==> config.mk <==
export PLATFORM = sky130hd
export DESIGN_NAME = pipelined_barrel_shifter
export DESIGN_NICKNAME = d
export VERILOG_FILES = /design/src/rtl/pipelined_barrel_shifter.sv
export SDC_FILE = /design/constraint.sdc
export NUM_CORES = 1
export LEC_CHECK = 0
export CAP_MARGIN = 20
export CORE_MARGIN = 8
export CORE_UTILIZATION = 53
export CTS_BUF_LIST = sky130_fd_sc_hd__clkbuf_8
export DETAILED_ROUTE_END_ITERATION = 8
export GPL_TIMING_DRIVEN = 0
export HOLD_SLACK_MARGIN = 0.02
export PLACE_DENSITY = 0.76
export SETUP_SLACK_MARGIN = 0.1
export SLEW_MARGIN = 25
export SYNTH_ARGS = -nofsm -noshare
export SYNTH_HDL_FRONTEND = slang
export SYNTH_SLANG_ARGS = --single-unit
==> constraint.sdc <==
create_clock -name clk -period 4.6 [get_ports clk]
set_clock_uncertainty 0.15 [all_clocks]
set_input_delay 1.15 -clock clk [delete_from_list [all_inputs] [get_ports clk]]
set_output_delay 1.15 -clock clk [all_outputs]
set_load 0.005 [all_outputs]
==> src/rtl/pipelined_barrel_shifter.sv <==
// Pipelined barrel shifter: logical, arithmetic and rotate shifts in either direction,
// with the log2 mux tree split into registered stages behind a valid/ready handshake.
module pipelined_barrel_shifter #(
    parameter int WIDTH            = 32,
    parameter int SHIFTW           = $clog2(WIDTH),
    parameter int LEVELS_PER_STAGE = 2,
    parameter int TAGW             = 4
) (
    input  logic              clk,
    input  logic              rst,
    input  logic              in_valid,
    output logic              in_ready,
    input  logic [WIDTH-1:0]  data_in,
    input  logic [SHIFTW:0]   shift_amt,
    input  logic              direction,
    input  logic [1:0]        op,
    input  logic [TAGW-1:0]   tag_in,
    output logic              out_valid,
    input  logic              out_ready,
    output logic [WIDTH-1:0]  data_out,
    output logic [TAGW-1:0]   tag_out,
    output logic              op_err
);

    localparam int DEPTH   = (SHIFTW + LEVELS_PER_STAGE - 1) / LEVELS_PER_STAGE;
    localparam int AMT_EXT = DEPTH * LEVELS_PER_STAGE;

    localparam logic [1:0] OP_ARI = 2'b01;
    localparam logic [1:0] OP_ROT = 2'b10;
    localparam logic [1:0] OP_RSV = 2'b11;

    generate
        if (WIDTH < 4 || (WIDTH & (WIDTH - 1)) != 0) begin : g_bad_width
            $error("pipelined_barrel_shifter: WIDTH must be a power of two >= 4");
        end
        if (SHIFTW != $clog2(WIDTH)) begin : g_bad_shiftw
            $error("pipelined_barrel_shifter: SHIFTW is derived from WIDTH and must not be overridden");
        end
        if (LEVELS_PER_STAGE < 1 || LEVELS_PER_STAGE > SHIFTW) begin : g_bad_levels
            $error("pipelined_barrel_shifter: LEVELS_PER_STAGE must be in 1..SHIFTW");
        end
    endgenerate

    // Saturated result for amounts >= WIDTH on non-rotate ops.
    function automatic logic [WIDTH-1:0] sat_fill(input logic [WIDTH-1:0] d,
                                                  input logic dir,
                                                  input logic [1:0] o);
        if (dir && o == OP_ARI) return {WIDTH{d[WIDTH-1]}};
        return '0;
    endfunction

    // One mux level: shift/rotate by n (n < WIDTH).
    function automatic logic [WIDTH-1:0] shift_level(input logic [WIDTH-1:0] d,
                                                     input int n,
                                                     input logic dir,
                                                     input logic [1:0] o);
        logic signed [WIDTH-1:0] sd;
        sd = d;
        if (o == OP_ROT) begin
            if (dir) return (d >> n) | (d << (WIDTH - n));
            return (d << n) | (d >> (WIDTH - n));
        end
        if (dir && o == OP_ARI) return sd >>> n;
        if (dir) return d >> n;
        return d << n;
    endfunction

    logic              vld_p  [DEPTH];
    logic [WIDTH-1:0]  data_p [DEPTH];
    logic [SHIFTW-1:0] amt_p  [DEPTH];
    logic              dir_p  [DEPTH];
    logic [1:0]        op_p   [DEPTH];
    logic [TAGW-1:0]   tag_p  [DEPTH];
    logic              err_p  [DEPTH];

    logic [WIDTH-1:0]   src_data [DEPTH];
    logic [SHIFTW-1:0]  src_amt  [DEPTH];
    logic               src_dir  [DEPTH];
    logic [1:0]         src_op   [DEPTH];
    logic [TAGW-1:0]    src_tag  [DEPTH];
    logic               src_err  [DEPTH];
    logic [AMT_EXT-1:0] amt_ext  [DEPTH];
    logic [WIDTH-1:0]   data_n   [DEPTH];

    logic sat0;
    logic advance;

    assign out_valid = vld_p[DEPTH-1];
    assign data_out  = data_p[DEPTH-1];
    assign tag_out   = tag_p[DEPTH-1];
    assign op_err    = err_p[DEPTH-1];
    assign advance   = !out_valid || out_ready;
    assign in_ready  = advance;

    always_comb begin
        // Stage 0 input: saturation resolved from the amount MSB, rotate ignores it.
        sat0        = shift_amt[SHIFTW] && (op != OP_ROT);
        src_data[0] = sat0 ? sat_fill(data_in, direction, op) : data_in;
        src_amt[0]  = sat0 ? '0 : shift_amt[SHIFTW-1:0];
        src_dir[0]  = direction;
        src_op[0]   = op;
        src_tag[0]  = tag_in;
        src_err[0]  = (op == OP_RSV);
        for (int s = 1; s < DEPTH; s++) begin
            src_data[s] = data_p[s-1];
            src_amt[s]  = amt_p[s-1];
            src_dir[s]  = dir_p[s-1];
            src_op[s]   = op_p[s-1];
            src_tag[s]  = tag_p[s-1];
            src_err[s]  = err_p[s-1];
        end
        // Each stage applies its own slice of levels, LSB level first.
        for (int s = 0; s < DEPTH; s++) begin
            amt_ext[s] = AMT_EXT'(src_amt[s]);
            data_n[s]  = src_data[s];
            for (int l = 0; l < LEVELS_PER_STAGE; l++) begin
                if (amt_ext[s][s*LEVELS_PER_STAGE + l]) begin
                    data_n[s] = shift_level(data_n[s], 1 << (s*LEVELS_PER_STAGE + l),
                                            src_dir[s], src_op[s]);
                end
            end
        end
    end

    // Stage registers; the last stage doubles as the output register.
    always_ff @(posedge clk) begin
        if (rst) begin
            for (int s = 0; s < DEPTH; s++) vld_p[s] <= 1'b0;
            data_p[DEPTH-1] <= '0;
            tag_p[DEPTH-1]  <= '0;
            err_p[DEPTH-1]  <= 1'b0;
        end else if (advance) begin
            vld_p[0] <= in_valid;
            for (int s = 1; s < DEPTH; s++) vld_p[s] <= vld_p[s-1];
            for (int s = 0; s < DEPTH; s++) begin
                data_p[s] <= data_n[s];
                amt_p[s]  <= src_amt[s];
                dir_p[s]  <= src_dir[s];
                op_p[s]   <= src_op[s];
                tag_p[s]  <= src_tag[s];
                err_p[s]  <= src_err[s];
            end
        end
    end

endmodule

==> out/summary.txt, run 1 <==
# placed instances - 1094
Worst Tran Pin Value - 0.882 ns
Row cnt - 45
Maxcap violations - 0
Cell count after synthesis - 821
RSZ-0062 raised after global routing - false
Synth Area in Compound Gates - 23.8%
F_max - 281 MHz
Pins over their slew limit - 0
Slowest stage delay, CP - 0.51 ns
Hold Path Class - reg -> reg
Worst R2R Setup Slack - 2.24 ns
Dpl hpwl - 19200 um
WP data arrival - 2.26 ns
Fin nets - 974
Port Buffers - 85
Sequential area share after synthesis - 46.7%
Synth top area cells - edfxtp_1 (47%), a21oi_1 (6.3%), nor2_1 (5.7%), mux2i_1 (5.3%), buf_4 (3.5%)
Post-Route WL - 25600 um
Fraction of layout cells with a size suffix above 1 - 14.6%
CTS tree - yes
Tot GR Track Use - 26.3%
Critical Path RT - 3.30 ns
Worst setup path category - in -> out
Post-synth EDFFs - 124
Crit-path leading delay family - buffers and inverters
Cts hold-fix bufs - 0
Core Box Area - 0.0150 sq mm
Clock sink count - 124
Largest family of logic cells by synthesized area - compound AO/OA/AOI/OAI gates
Routed wire length per instance - 22.7 um
Worst Setup Start Kind - input port
Cell-by-cell trace of the critical path - clkdlybuf4s50_1 > nand2b_1 > clkdlybuf4s50_1
Max VDD drop - 0.000164 V
Top cell by count, worst path - clkdlybuf4s50_1
Final Hold Fails - 0
Yosys top cell area share - 46.7%
Post-CTS Setup Bufs - 0
Final period util - 77.4%
Leading area contributor after synthesis - edfxtp_1
Main flop type after synthesis - edfxtp_1
Setup_tns - 0 ns
Commonest non-fill, non-tap cell in the layout - edfxtp_1
Pwr Density - 328 mW/mm^2
Dpl ws - 0.713 ns
RD Place Congestion - 0.973
Fillers - 1253
Clock Tree Root - clkbuf_8
Mapped Area - 0.00798 sq mm
Syn_nets - 870
Ant diodes - 0
Hold Path End - tag_p[0][7]
CP endpoint kind - primary output
Post-Synth Adder-Cell Area - 0%
TritonCTS Buffers - 17
Synth cell types - 60
Die height - 139 um
Critical-path top delay cell - clkdlybuf4s50_1
Xor and xnor area share after synthesis - 0%
R2R cell count - 7
Hold Crit Start - tag_p[0][3]
Area growth syn-to-layout - 18.5%
Lkg Pwr - 3.56 nW
Worst hold path stage count - 0
Flops & latches, synth - 124
R2r startpoint - dir_p[0][0]
Clock buffer depth - 2
Routed Antenna Nets - 0
Final Util - 63.1%
H-tree levels - 4
IO Count - 88
Residual DRC - 0
Die ar. - 0.0192 sq mm
Outcome - finished clean
CTS resizes - 0
Cell Count, Final, Fillers Out - 1126
Starting DRT DRC Count - 890
Synth Warn # - 0
Post-synthesis simple-gate area fraction - 13.1%
Largest net degree at the start of global routing - 94
Vias in the first global route - 7113
RR Endpoint - data_p[0][50]
Relative slew slack - 41.2%
Ys async rst share - 0%
Final min period - 3.56 ns
Clk_lat worst skew - 0.43 ns
Synth Area per Inst - 9.71 sq um
Setup-failing EPs final - 0
Drt pass-1 iters - 7
Post-synthesis mux area share - 8.66%
Via density - 6.38
Global-route wire length before repair - 39900 um
Die X - 139 um
Grt total ovfl - 0
Initial antenna violation count - 0
CP Max Fanout - 3
Most frequent cells in the layout - edfxtp_1 (124), nor2_1 (122), a21oi_1 (101), clkdlybuf4s50_1 (85), o21ai_0 (55)
CP bufs+invs - 2
Vias - 7183
Reg clk slew, reported paths - 0.08 ns
Final worst slack - 1.04 ns
Initial Util - 53.2%
where the power goes:
part           internal, mW  switching [mW]  total [mW]
logic                 0.326           0.414       0.740
clock network         0.438           0.471       0.909
registers              1.38          0.0637        1.45
total                  2.15           0.949        3.09
cell usage after synthesis (5+ instances only):
library cell / instances
a21oi_1: 101
a211o_1: 5
mux2i_1: 42
a22oi_1: 13
o211ai_1: 11
buf_4: 37
a211oi_1: 8
clkbuf_1: 33
o221ai_1: 8
o21ai_0: 55
o32a_1: 5
nand2_1: 25
nor2_1: 122
o22ai_1: 20
buf_2: 29
inv_1: 8
o22a_1: 9
a221oi_1: 5
a21o_1: 7
nand2b_1: 8
and2_1: 14
nand3_1: 6
nand3b_1: 5
a31oi_1: 7
mux2_2: 22
edfxtp_1: 124
nor2b_1: 24
how the worst max path moves through the flow:
stage               slack (ns)       endpoint      start  depth (start not counted)
floorplan                 1.13  data_p[0][86]  out_ready                          7
global placement          0.11  data_p[0][86]  out_ready                          8
detailed placement        0.71   data_p[0][0]      op[0]                          7
CTS                       1.03       in_ready  out_ready                          3
global route              0.99       in_ready  out_ready                          3
finish                    1.04       in_ready  out_ready                          3
per-layer routing:
| metal | vias to the layer above | track usage [%] | wire (um) |
|---|---|---|---|
| li1 | 3268 | - | - |
| met5 | - | 0 | 0 |
| met3 | 130 | 5.16 | 2050 |
| met1 | 3312 | 29.2 | 9540 |
| met4 | 0 | 18.0 | 1670 |
| met2 | 473 | 45.0 | 12300 |
final cells by class:
type | count | area, sq um | area share [%]
clock buffers | 17 | 234 | 2.48
clock inverters | 15 | 143 | 1.51
well taps | 188 | 235 | 2.49
repair buffers | 85 | 851 | 9.01
multi-input cells | 585 | 3640 | 38.5
flip-flops and latches | 124 | 3720 | 39.4
inverters | 8 | 30.0 | 0.318
plain buffers | 104 | 591 | 6.25
logic make-up (layout without fill, tap and decap cells):
family                 after synthesis  in the layout
and+or+nand+nor                    224            224
DFF                                124            124
muxes                               65             65
buffers and inverters              112            229
AOI/OAI and AO/OA                  296            296
worst reg2reg max path, delay by kind of cell (launching register included):
kind                   cells  cell delay (ns)
AO/OA/AOI/OAI              2             0.34
flip-flops                 1             0.41
multiplexers               2             0.57
AND/OR/NAND/NOR            1             0.06
buffers and inverters      2             0.54
state kept, by name, summed over array words and instances (netlist names):
name    cells
tag_p      12
vld_p       3
dir_p       2
data_p     96
err_p       3
op_p        4
amt_p       4
stage by stage:
step                power, mW  cell area, sq um  hold slack, ns
finish                   3.09              9450           0.277
global route             3.22              9450           0.290
CTS                      3.09              9450           0.279
detailed placement       2.19              9070           0.258
global placement         2.19              9060           0.250
floorplan                1.89              7980           0.250
No activity file was read; power rests on OpenSTA's default activity.
==> run 2, diff against run 1 <==
- CORE_UTILIZATION: 53 -> 55
- PLACE_DENSITY: 0.76 -> 0.75
- clock period: 4.6 -> 3.4 ns (I/O delays scaled with it)
==> run 2 against run 1 <==
Against the previous run:
- worst hold slack about the same
- power is 41% higher
- register-to-register slack worse by 1.3 ns
- first-iteration DRC count grew 20%
- critical endpoint is now data_p[0][0]
- non-clock buffer count up 1
- cell area is 0.57% higher
- critical path type is now in -> reg
- sequential share of layout area fell by 0.22 points
==> out/summary.txt, run 2 (synthesis results as in run 1) <==
Outcome - finished clean
Maxcap violations - 0
Fin nets - 975
Vias - 7466
Ant diodes - 0
CP Max Fanout - 10
Drt pass-1 iters - 6
Post-Route WL - 27900 um
Dpl hpwl - 20800 um
Final Hold Fails - 0
Grt total ovfl - 0
Top flop regs - data_p: 96 flops, tag_p: 12 flops
Hold_ws - 0.277 ns
Setup-failing EPs final - 0
R2R cell count - 6
Critical Path RT - 3.42 ns
Relative slew slack - 34.9%
Commonest non-fill, non-tap cell in the layout - edfxtp_1
Dpl ws - -0.219 ns
Fillers - 1108
Clock sink count - 124
Max VDD drop - 0.000282 V
Cts hold-fix bufs - 0
CTS tree - yes
Pins over their slew limit - 0
WP data arrival - 3.25 ns
Routed Antenna Nets - 0
RSZ-0062 raised after global routing - false
Largest net degree at the start of global routing - 50
Final min period - 3.23 ns
Die ar. - 0.0186 sq mm
# placed instances - 1091
IO Count - 88
Initial antenna violation count - 0
Cell Area, Placed - 0.00908 sq mm
RD Place Congestion - 1.06
Final period util - 95.1%
Die height - 136 um
Cell Count, Final, Fillers Out - 1123
Clk_lat worst skew - 0.44 ns
Tot GR Track Use - 30.1%
Row cnt - 44
Vias in the first global route - 7394
Residual DRC - 0
Cell area after layout - 0.00950 sq mm
Via density - 6.65
Setup_tns - 0 ns
Global-route wire length before repair - 42400 um
Hold Path Class - reg -> reg
Reg clk slew, reported paths - 0.08 ns
Pwr Density - 460 mW/mm^2
Largest register FFs - 96
CTS resizes - 0
Post-CTS Setup Bufs - 0
Worst Tran Pin Value - 0.976 ns
Area growth syn-to-layout - 19.1%
Initial Util - 55.5%
CP endpoint kind - flop
Routed wire length per instance - 24.8 um
TritonCTS Buffers - 17
Power Total - 4.37 mW
Starting DRT DRC Count - 1072
Core Box Area - 0.0144 sq mm
Final worst slack - 0.166 ns
Clock Tree Root - clkbuf_8
Most frequent cells in the layout - edfxtp_1 (124), nor2_1 (122), a21oi_1 (101), clkdlybuf4s50_1 (85), o21ai_0 (55)
Lkg Pwr - 3.58 nW
Die X - 136 um
Worst hold path stage count - 0
Fraction of layout cells with a size suffix above 1 - 14.7%
Worst Setup Start Kind - input port
Top reg by flops - data_p
H-tree levels - 4
Worst setup path category - in -> reg
Port Buffers - 85
F_max - 309 MHz
Clock buffer depth - 2
Final Util - 66.1%
[run 2: cell count changes in the layout (fill, tap and decap cells not counted)]
cell | before | now
clkbuf_1 | 32 | 31
clkbuf_8 | 18 | 17
clkinv_1 | 0 | 1
o311ai_1 | 0 | 2
clkinv_2 | 2 | 1
buf_1 | 3 | 4
o311ai_0 | 4 | 2
clkinvlp_4 | 2 | 3
bufinv_16 | 1 | 3
clkbuf_4 | 0 | 1
buf_12 | 0 | 1
inv_1 | 9 | 8
clkinv_4 | 4 | 2
[run 2: per-layer routing]
| metal | global-route usage (%) | wire [um] | vias up |
|---|---|---|---|
| li1 | - | - | 3272 |
| met1 | 33.7 | 10000 | 3558 |
| met2 | 52.7 | 14100 | 519 |
| met3 | 5.25 | 2240 | 117 |
| met4 | 17.9 | 1500 | 0 |
| met5 | 0 | 0 | - |
[run 2: power breakdown]
| part | switching (mW) | leakage (nW) | internal [mW] | total (mW) |
|---|---|---|---|---|
| sequential | 0.0886 | 1.29 | 1.87 | 1.96 |
| clock | 0.639 | 0.204 | 0.739 | 1.38 |
| combinational | 0.594 | 2.09 | 0.444 | 1.04 |
| total | 1.32 | 3.58 | 3.05 | 4.37 |
[run 2: worst paths after layout]
check,slack (ns),start,end
worst max-delay path,0.17,op[0],data_p[0][0]
worst min-delay path,0.28,amt_p[0][4],amt_p[0][9]
worst max register to register,0.90,dir_p[0][0],data_p[0][35]
worst min register to register,0.28,amt_p[0][4],amt_p[0][9]
[run 2: final cells by class]
type / instances / area [sq um] / area share [%]
Inverter: 8 / 30.0 / 0.316
Clock buffer: 17 / 234 / 2.46
Multi-Input combinational cell: 585 / 3640 / 38.3
Clock inverter: 15 / 188 / 1.98
Tap cell: 184 / 230 / 2.42
Timing Repair Buffer: 86 / 871 / 9.17
Buffer: 104 / 584 / 6.15
Sequential cell: 124 / 3720 / 39.2
[run 2: critical path: stages]
cell	delay, ns
clkdlybuf4s50_1	0.54
nand2b_1	0.20
buf_2	0.18
a21boi_2	0.48
clkbuf_1	0.49
o21ai_0	0.23
o22a_1	0.26
